--- src/rtl/up_down_counter_host.sv ---
// Bus-master sequencer for the up/down counter peripheral: resets it, programs
// PLR/ULR/LLR/CCR, verifies them by readback, starts one count and reports a status.
module up_down_counter_host #(
  parameter int STROBE_CYCLES  = 2,
  parameter int RESET_CYCLES   = 2,
  parameter int TIMEOUT_CYCLES = 65535
) (
  input  logic       clk_in,
  input  logic       reset_in,
  input  logic       cmd_valid,
  output logic       cmd_ready,
  input  logic [7:0] cmd_plr,
  input  logic [7:0] cmd_ulr,
  input  logic [7:0] cmd_llr,
  input  logic [7:0] cmd_ccr,
  output logic       done,
  output logic [2:0] status,
  output logic       ncs_out,
  output logic       nrd_out,
  output logic       nwr_out,
  output logic       a1_out,
  output logic       a0_out,
  output logic [7:0] bus_dout,
  output logic       bus_doe,
  input  logic [7:0] bus_din,
  output logic       cntr_nreset_out,
  output logic       start_out,
  input  logic       err_in,
  input  logic       ec_in,
  input  logic       dir_in,
  input  logic [7:0] count_in
);

  typedef enum logic [3:0] {
    IDLE, CRST, WR_SETUP, WR_STROBE, WR_HOLD, RD_SETUP, RD_STROBE, RD_HOLD,
    CHK, START, RUN, DONE
  } state_t;

  localparam logic [2:0] ST_OK       = 3'd0;
  localparam logic [2:0] ST_BAD_CFG  = 3'd1;
  localparam logic [2:0] ST_MISMATCH = 3'd2;
  localparam logic [2:0] ST_ERR_FLAG = 3'd3;
  localparam logic [2:0] ST_TIMEOUT  = 3'd4;

  localparam logic [15:0] STROBE_LAST  = 16'(STROBE_CYCLES - 1);
  localparam logic [15:0] RESET_LAST   = 16'(RESET_CYCLES - 1);
  localparam logic [15:0] TIMEOUT_LAST = 16'(TIMEOUT_CYCLES - 1);

  state_t          state_q, state_d;
  logic [15:0]     cnt_q, cnt_d;
  logic [1:0]      idx_q, idx_d;
  logic [2:0]      status_q, status_d;
  logic            jobActive_q, jobActive_d;
  logic [3:0][7:0] regs_q, regs_d;
  logic [7:0]      sample_q, sample_d;
  logic            cfgBad;

  // Direction and count are only observed by the controller, never acted upon.
  logic unusedMonitor;
  assign unusedMonitor = ^{dir_in, count_in};

  assign cfgBad = !((cmd_llr <= cmd_plr) && (cmd_plr <= cmd_ulr)) || (cmd_ccr == 8'd0);

  always_ff @(posedge clk_in) begin
    if (reset_in) begin
      state_q     <= IDLE;
      cnt_q       <= '0;
      idx_q       <= '0;
      status_q    <= ST_OK;
      jobActive_q <= 1'b0;
      regs_q      <= '0;
      sample_q    <= '0;
    end else begin
      state_q     <= state_d;
      cnt_q       <= cnt_d;
      idx_q       <= idx_d;
      status_q    <= status_d;
      jobActive_q <= jobActive_d;
      regs_q      <= regs_d;
      sample_q    <= sample_d;
    end
  end

  always_comb begin
    state_d     = state_q;
    cnt_d       = cnt_q;
    idx_d       = idx_q;
    status_d    = status_q;
    jobActive_d = jobActive_q;
    regs_d      = regs_q;
    sample_d    = sample_q;
    case (state_q)
      IDLE: begin
        if (cmd_valid) begin
          regs_d = {cmd_ccr, cmd_llr, cmd_ulr, cmd_plr};
          if (cfgBad) begin
            status_d = ST_BAD_CFG;
            state_d  = DONE;
          end else begin
            cnt_d       = '0;
            jobActive_d = 1'b1;
            state_d     = CRST;
          end
        end
      end
      CRST: begin
        if (cnt_q == RESET_LAST) begin
          idx_d   = 2'd0;
          state_d = WR_SETUP;
        end else begin
          cnt_d = cnt_q + 16'd1;
        end
      end
      WR_SETUP: begin
        cnt_d   = '0;
        state_d = WR_STROBE;
      end
      WR_STROBE: begin
        if (cnt_q == STROBE_LAST) state_d = WR_HOLD;
        else cnt_d = cnt_q + 16'd1;
      end
      WR_HOLD: begin
        if (idx_q == 2'd3) begin
          idx_d   = 2'd0;
          state_d = RD_SETUP;
        end else begin
          idx_d   = idx_q + 2'd1;
          state_d = WR_SETUP;
        end
      end
      RD_SETUP: begin
        cnt_d   = '0;
        state_d = RD_STROBE;
      end
      RD_STROBE: begin
        if (cnt_q == STROBE_LAST) begin
          sample_d = bus_din;
          state_d  = RD_HOLD;
        end else begin
          cnt_d = cnt_q + 16'd1;
        end
      end
      // First readback mismatch aborts; later registers are never read.
      RD_HOLD: begin
        if (sample_q != regs_q[idx_q]) begin
          status_d = ST_MISMATCH;
          state_d  = DONE;
        end else if (idx_q == 2'd3) begin
          state_d = CHK;
        end else begin
          idx_d   = idx_q + 2'd1;
          state_d = RD_SETUP;
        end
      end
      CHK: begin
        if (err_in == 1'b1) begin
          status_d = ST_ERR_FLAG;
          state_d  = DONE;
        end else begin
          state_d = START;
        end
      end
      START: begin
        cnt_d   = '0;
        state_d = RUN;
      end
      // End-of-cycle takes priority over a simultaneous error flag.
      RUN: begin
        if (ec_in == 1'b1) begin
          status_d = ST_OK;
          state_d  = DONE;
        end else if (err_in == 1'b1) begin
          status_d = ST_ERR_FLAG;
          state_d  = DONE;
        end else if (cnt_q == TIMEOUT_LAST) begin
          status_d = ST_TIMEOUT;
          state_d  = DONE;
        end else begin
          cnt_d = cnt_q + 16'd1;
        end
      end
      DONE: begin
        jobActive_d = 1'b0;
        state_d     = IDLE;
      end
      default: state_d = IDLE;
    endcase
  end

  always_comb begin
    cmd_ready       = (state_q == IDLE);
    done            = (state_q == DONE);
    status          = status_q;
    ncs_out         = !jobActive_q;
    nrd_out         = 1'b1;
    nwr_out         = 1'b1;
    a1_out          = 1'b0;
    a0_out          = 1'b0;
    bus_dout        = 8'h00;
    bus_doe         = 1'b0;
    cntr_nreset_out = 1'b1;
    start_out       = 1'b0;
    case (state_q)
      CRST: cntr_nreset_out = 1'b0;
      WR_SETUP, WR_STROBE, WR_HOLD: begin
        {a1_out, a0_out} = idx_q;
        bus_dout         = regs_q[idx_q];
        bus_doe          = 1'b1;
        nwr_out          = (state_q != WR_STROBE);
      end
      RD_SETUP, RD_STROBE, RD_HOLD: begin
        {a1_out, a0_out} = idx_q;
        nrd_out          = (state_q != RD_STROBE);
      end
      START: start_out = 1'b1;
      default: ;
    endcase
  end

endmodule

--- config.mk ---
export PLATFORM = sky130hd
export DESIGN_NAME = up_down_counter_host
export DESIGN_NICKNAME = d
export VERILOG_FILES = /design/src/rtl/up_down_counter_host.sv
export SDC_FILE = /design/constraint.sdc
export NUM_CORES = 1
export LEC_CHECK = 0
export ABC_AREA = 0
export CORE_ASPECT_RATIO = 1.2
export CORE_MARGIN = 2
export CORE_UTILIZATION = 45
export DETAILED_ROUTE_END_ITERATION = 10
export GPL_TIMING_DRIVEN = 1
export HOLD_SLACK_MARGIN = 0.03
export PLACE_DENSITY = 0.79
export SYNTH_ARGS = -nofsm -noshare
export SYNTH_HDL_FRONTEND = slang
export SYNTH_SLANG_ARGS = --single-unit
--- constraint.sdc ---
create_clock -name clk_in -period 3.1 [get_ports clk_in]
set_input_delay 0.775 -clock clk_in [delete_from_list [all_inputs] [get_ports clk_in]]
set_output_delay 0.775 -clock clk_in [all_outputs]
set_load 0.05 [all_outputs]
==> out/results.tsv, run 1 <==
metric	value	unit
violations	design-rule violations	
crit_arrival	3.34	ns
hpwl	7.55	mm
htreeDepth	3	
start_util	0.466	
hold_ws	0.450	ns
synth-seq-cells	66	
diodes	0	
finalCriticalPeriod	3.06	ns
num_vias	3774	
grt_pass1_vias	3591	
timing.final.crit_share	0.989	
slew_headroom	0.588	
antenna_found_initial	0	
clk_latency	0.34	ns
final_antenna_net_count	0	
dr.pass1.iters	8	
cts_buffer_depth	2	
cts_tree	built	
dp_slack	-0.370	ns
num_rows	36	
irDropWorstVdd	0.314	mV
ys_seq_area_frac	0.348	
grt_max_degree	36	
synth_top_area_frac	0.348	
ys.warnings.count	0	
port_buffers	65	
core	8150	um^2
cp.required	3.37	ns
via_per_inst	5.54	
die_x	87.9	um
slew_violations	0	
area_growth	33.1	%
synth_area_per_cell	8.07	um^2
synth.distinct_cells	51	
grt-ovfl-total	0	
wl_per_cell	14.9	um
num_io_pins	75	
cp_max_fo	6	
place.gp.congestion	0.938	
floorplan.die.height	105	um
nFillCells	695	
powerDensity	652	nW/um^2
hp-class	flip-flop to flip-flop	
worstMarginPinSlew	0.616	ns
post-route-util	0.621	
netlist_top_cells_area	dfxtp_1 (35%), nand2_1 (8.4%), a21oi_1 (6.8%), ha_1 (6.6%), mux4_1 (5.5%)	
drt_iter0_markers	310	
finalHoldViolCount	0	
cts_sinks	66	
grt_util_all_layers	0.221	
yosysTopAreaCell	dfxtp_1	
drc	1	
drive_gt1_frac	0.143	
p_leak	1.96	nW
synth-edff-count	0	
synthFlopType	dfxtp_1	
syn_nets	545	
fin_nets	637	
syn_inst	471	
cap_violations	0	
clk_pin_slew	0.06	ns
status	complete, but fails checks	
setup_slack	0.0354	ns
worstSetupPathType	primary input to flip-flop	
netlist_area	3800	um^2
worstSetupStartpointType	primary input	
synthArstFlopShare	0	
rsz0062_at_grt	yes	
setup-violations-final	0	
cts-buffers-inserted	9	
die-area	9200	um^2
cts_root_buffer	clkbuf_8	
rrSetupSlack	0.24	ns
worst_setup_path_end_kind	flip-flop	
totalWireLength	10.2	mm
grt_pass1_wl	16.2	mm
fmax	326	MHz
final.setup_skew	0.00779	ns
cell usage in the layout (no fill, tap or decap), drive strengths merged, types with 7 or more instances in the layout:
| cell | instances |
|---|---|
| nand4 | 8 |
| o21ai | 22 |
| nand2 | 85 |
| dfxtp | 66 |
| nand2b | 7 |
| mux4 | 8 |
| mux2i | 10 |
| a21oi | 53 |
| clkbuf | 13 |
| nor2b | 16 |
| nor2 | 36 |
| or3 | 11 |
| xnor2 | 10 |
| inv | 30 |
| clkdlybuf4s50 | 54 |
| buf | 46 |
| ha | 20 |
layout make-up:
class                           count  area [um^2]  area share
Clock buffer                       13          169      0.0334
Clock inverter                      2         35.0     0.00692
Inverter                           30          113      0.0222
Multi-Input combinational cell    354         2340       0.463
Sequential cell                    66         1320       0.261
Tap cell                          114          143      0.0282
Timing Repair Buffer              102          936       0.185
critical path, stage by stage:
cell             delay [ns]
clkdlybuf4s50_1        0.48
inv_1                  0.06
ha_1                   0.28
nand4_1                0.15
nand2b_4               0.17
a22oi_2                0.20
and4_4                 0.29
o211ai_1               0.22
or4_1                  0.58
a21oi_1                0.13
metrics by stage:
step / cell area (um^2) / TNS (ns) / power (mW) / instances
4_1_cts: 4970 / 0 / 3.27 / 678
5_1_grt: 5060 / -0.0884 / 3.49 / 681
2_1_floorplan: 3800 / 0 / 2.01 / 471
3_5_place_dp: 4760 / -5.58 / 2.53 / 663
3_3_place_gp: 4760 / -3.89 / 2.49 / 663
6_report: 5060 / 0 / 3.30 / 681
Yosys cell counts (2+ instances only):
library cell and count:
nand3_1 4, and4_1 4, clkbuf_1 19, mux2i_1 10, xnor2_1 10, and2_1 3, o211ai_1 4, inv_1 30
nor2_1 36, nand2b_1 7, xor2_1 5, nand4_1 8, nor4_1 4, o21ai_1 3, nor3b_1 3, mux4_1 8
a32o_1 2, a31o_2 2, buf_6 2, dfxtp_1 66, o21a_1 2, o31ai_1 3, a31oi_1 3, or3_1 11
a21oi_1 52, nor2b_1 16, nand2_1 85, a21o_1 2, o2111ai_1 5, o21ai_0 17, o21ai_2 2, ha_1 20
nor3_1 5
registers in the layout (all words and copies together) (netlist names):
register and flops:
jobActive_q 1, state_q 4, cnt_q 16, status 3, regs_q 32, sample_q 8, idx_q 2
power by group:
group          internal (mW)  leakage, nW  switching [mW]
Combinational          0.602         1.31           0.893
Clock                  0.432        0.106           0.308
Sequential             0.976        0.537          0.0915
timing repair:
item,in CTS,in global routing
hold buffers,0,0
gates resized for setup,2,15
cloned,0,1
setup buffers,0,2
endpoints found under the hold margin,0,0
endpoints found under the setup margin,3,12
pin swaps,0,10
logic make-up after synthesis:
kind of cell | Yosys count | synth area share
AND/OR/NAND/NOR | 192 | 0.241
XOR/XNOR | 15 | 0.0346
buffers and inverters | 52 | 0.0556
multiplexers | 19 | 0.0846
AO/OA/AOI/OAI | 107 | 0.171
adder cells (fa/ha/maj) | 20 | 0.0658
flip-flops | 66 | 0.348
per-layer routing:
| metal | vias to the layer above | GRT usage | wire [um] |
|---|---|---|---|
| met3 | 34 | 0.0387 | 583 |
| met1 | 1744 | 0.274 | 4250 |
| met4 | 0 | 0.134 | 466 |
| met5 | - | 0 | 0 |
| li1 | 1842 | - | - |
| met2 | 154 | 0.350 | 4870 |
final timing paths:
path                            depth (start not counted)       start    endpoint
worst max-delay path                                   10  cmd_ulr[6]   cnt_q[12]
worst min-delay path                                    2   regs_q[4]   regs_q[4]
worst max register to register                          7    idx_q[0]  state_q[3]
worst min register to register                          2   regs_q[4]   regs_q[4]
Power figures use the tool's default switching activity.
==> inputs of run 2 (changes only) <==
CAP_MARGIN = 25   (was default)
SETUP_SLACK_MARGIN = 0.05   (was default)
clock period = 3.2 ns   (was 3.1 ns; I/O delays follow)
==> run 2 against run 1 <==
Against the previous run:
- the flow now finishes without violations
- via count is 1.9% lower
- power down 3.2%
- wire length grew 0.13%
- die area is the same
- global-route usage is 0.47 points higher
- sequential cell count unchanged
- sequential share of layout area grew 0.50 points
- first-iteration DRC count down 7.1%
- final area fell by 2.0%
- setup slack improved by 0.12 ns
- critical endpoint is now cmd_ready
- largest cell class unchanged
==> out/results.tsv, run 2 (synthesis results as in run 1) <==
metric	value	unit	change
dp_slack	-0.275	ns	+0.0949 ns
worstSetupPathType	flip-flop to primary output		
wl_per_cell	15.1	um	+1.3%
diodes	0		unchanged
final.setup_skew	0.00835	ns	+0.000564 ns
rrSetupSlack	0.30	ns	+0.06 ns
floorplan.die.height	105	um	unchanged
drc	0		-1
fin_nets	629		-1.3%
num_rows	36		unchanged
clk_latency	0.36	ns	+0.02 ns
hold_end	regs_q[26]		
finalPower	3.19	mW	-3.2%
grt-ovfl-total	0		unchanged
grt_pass1_vias	3582		-0.25%
finalCriticalPeriod	3.04	ns	
cts_buffer_depth	2		unchanged
worstSetupStartpointType	flip-flop		
num_vias	3704		-1.9%
largestRegisters	regs_q (32), cnt_q (16), sample_q (8)		
area_growth	30.5	%	
core	8150	um^2	unchanged
cp.required	2.40	ns	-0.97 ns
drive_gt1_frac	0.120		-0.0230
irDropWorstVdd	0.338	mV	+7.5%
slew_violations	0		unchanged
cts_root_buffer	clkbuf_8		
grt_max_degree	47		+31%
cts_sinks	66		unchanged
final_cell_mix	nand2_1 (85), dfxtp_1 (66), a21oi_1 (52), clkdlybuf4s50_1 (49), buf_4 (38)		
rsz0062_at_grt	no		
dr.pass1.iters	4		-4
worstMarginPinSlew	0.646	ns	+0.0295 ns
setup-violations-final	0		unchanged
min_from	regs_q[26]		
place.gp.congestion	0.898		-4.3%
largest_reg_flops	32		unchanged
port_buffers	65		unchanged
top_register	regs_q		
finalHoldViolCount	0		unchanged
start_util	0.466		unchanged
final_antenna_net_count	0		unchanged
powerDensity	644	nW/um^2	-1.3%
hpwl	7.69	mm	+1.9%
die_x	87.9	um	unchanged
cts-buffers-inserted	9		unchanged
cts_tree	built		
grt_pass1_wl	16.4	mm	+1.1%
cp_max_fo	16		+10
grt_util_all_layers	0.226		+0.00467
drt_iter0_markers	288		-7.1%
fmax	329	MHz	
clk_pin_slew	0.07	ns	about the same
via_per_inst	5.50		-0.69%
r2r-start	idx_q[0]		
stdcell_count	673		-1.2%
final_common_cell	nand2_1		
worst_setup_path_end_kind	primary output		
hp-class	flip-flop to flip-flop		
p_leak	1.99	nW	+1.4%
slew_headroom	0.569		-0.0197
timing.final.crit_share	0.950		
r2r_cells	7		unchanged
dp.cells	657		-0.90%
worstHoldPathCells	2		unchanged
crit_arrival	2.24	ns	-1.10 ns
antenna_found_initial	0		unchanged
setup_slack	0.160	ns	+0.124 ns
htreeDepth	3		unchanged
totalWireLength	10.2	mm	+0.13%
status	finished clean		
die-area	9200	um^2	unchanged
num_io_pins	75		unchanged
rr_endpoint	state_q[3]		
cap_violations	0		unchanged
fin_tns_setup	0	ns	unchanged
[run 2: cell count changes in the layout (fill, tap and decap cells not counted), moves of 2 or more]
cell | before | now
clkbuf_8 | 12 | 14
clkdlybuf4s50_1 | 54 | 49
ha_4 | 3 | 0
buf_4 | 44 | 38
ha_1 | 17 | 20
dlymetal6s2s_1 | 2 | 7
[run 2: through the flow]
stage          hold WS [ns]  instance area, um^2   util
3_5_place_dp          0.445                 4700  0.577
6_report              0.454                 4960  0.609
2_1_floorplan         0.432                 3800      -
4_1_cts               0.455                 4930  0.604
5_1_grt               0.476                 4960  0.609
3_3_place_gp          0.438                 4700  0.577
[run 2: area by class of cell]
class | count | area (um^2)
clock buffers | 14 | 193
clock inverters | 1 | 30.0
repair buffers | 95 | 883
flip-flops and latches | 66 | 1320
well taps | 114 | 143
multi-input cells | 353 | 2280
fillers | 720 | 3190
inverters | 30 | 113
[run 2: layer usage]
metal  wire length (um)  global-route usage  vias up
met5                  0                   0        -
met4                263               0.122        0
met3                500              0.0340       23
met2               5050               0.374      113
met1               4370               0.274     1752
li1                   -                   -     1816
[run 2: power breakdown]
group / internal (mW) / switching [mW] / leakage (nW)
combinational: 0.539 / 0.825 / 1.33
clock: 0.462 / 0.317 / 0.115
sequential: 0.944 / 0.108 / 0.537
total: 1.94 / 1.25 / 1.99
[run 2: what timing repair did]
item,CTS,global route
gates resized for setup,0,13
setup endpoints to repair,0,21
hold buffers,0,0
buffers inserted,0,1
[run 2: worst max-delay path, cell delays in order (launching register included)]
cell and delay [ns]:
dfxtp_1 0.46, or2_2 0.42, or3_1 0.52, inv_1 0.24
buf_4 0.24
[run 2: worst max-delay path by stage]
stage | startpoint | cells after the start | endpoint | slack, ns
2_1_floorplan | state_q[2] | 5 | bus_dout[0] | 0.47
3_3_place_gp | cmd_ulr[7] | 10 | cnt_q[9] | -0.19
3_5_place_dp | cmd_ulr[7] | 10 | cnt_q[9] | -0.28
4_1_cts | state_q[0] | 3 | done | 0.06
5_1_grt | cmd_ulr[1] | 12 | cnt_q[1] | 0.05
6_report | state_q[0] | 4 | cmd_ready | 0.16
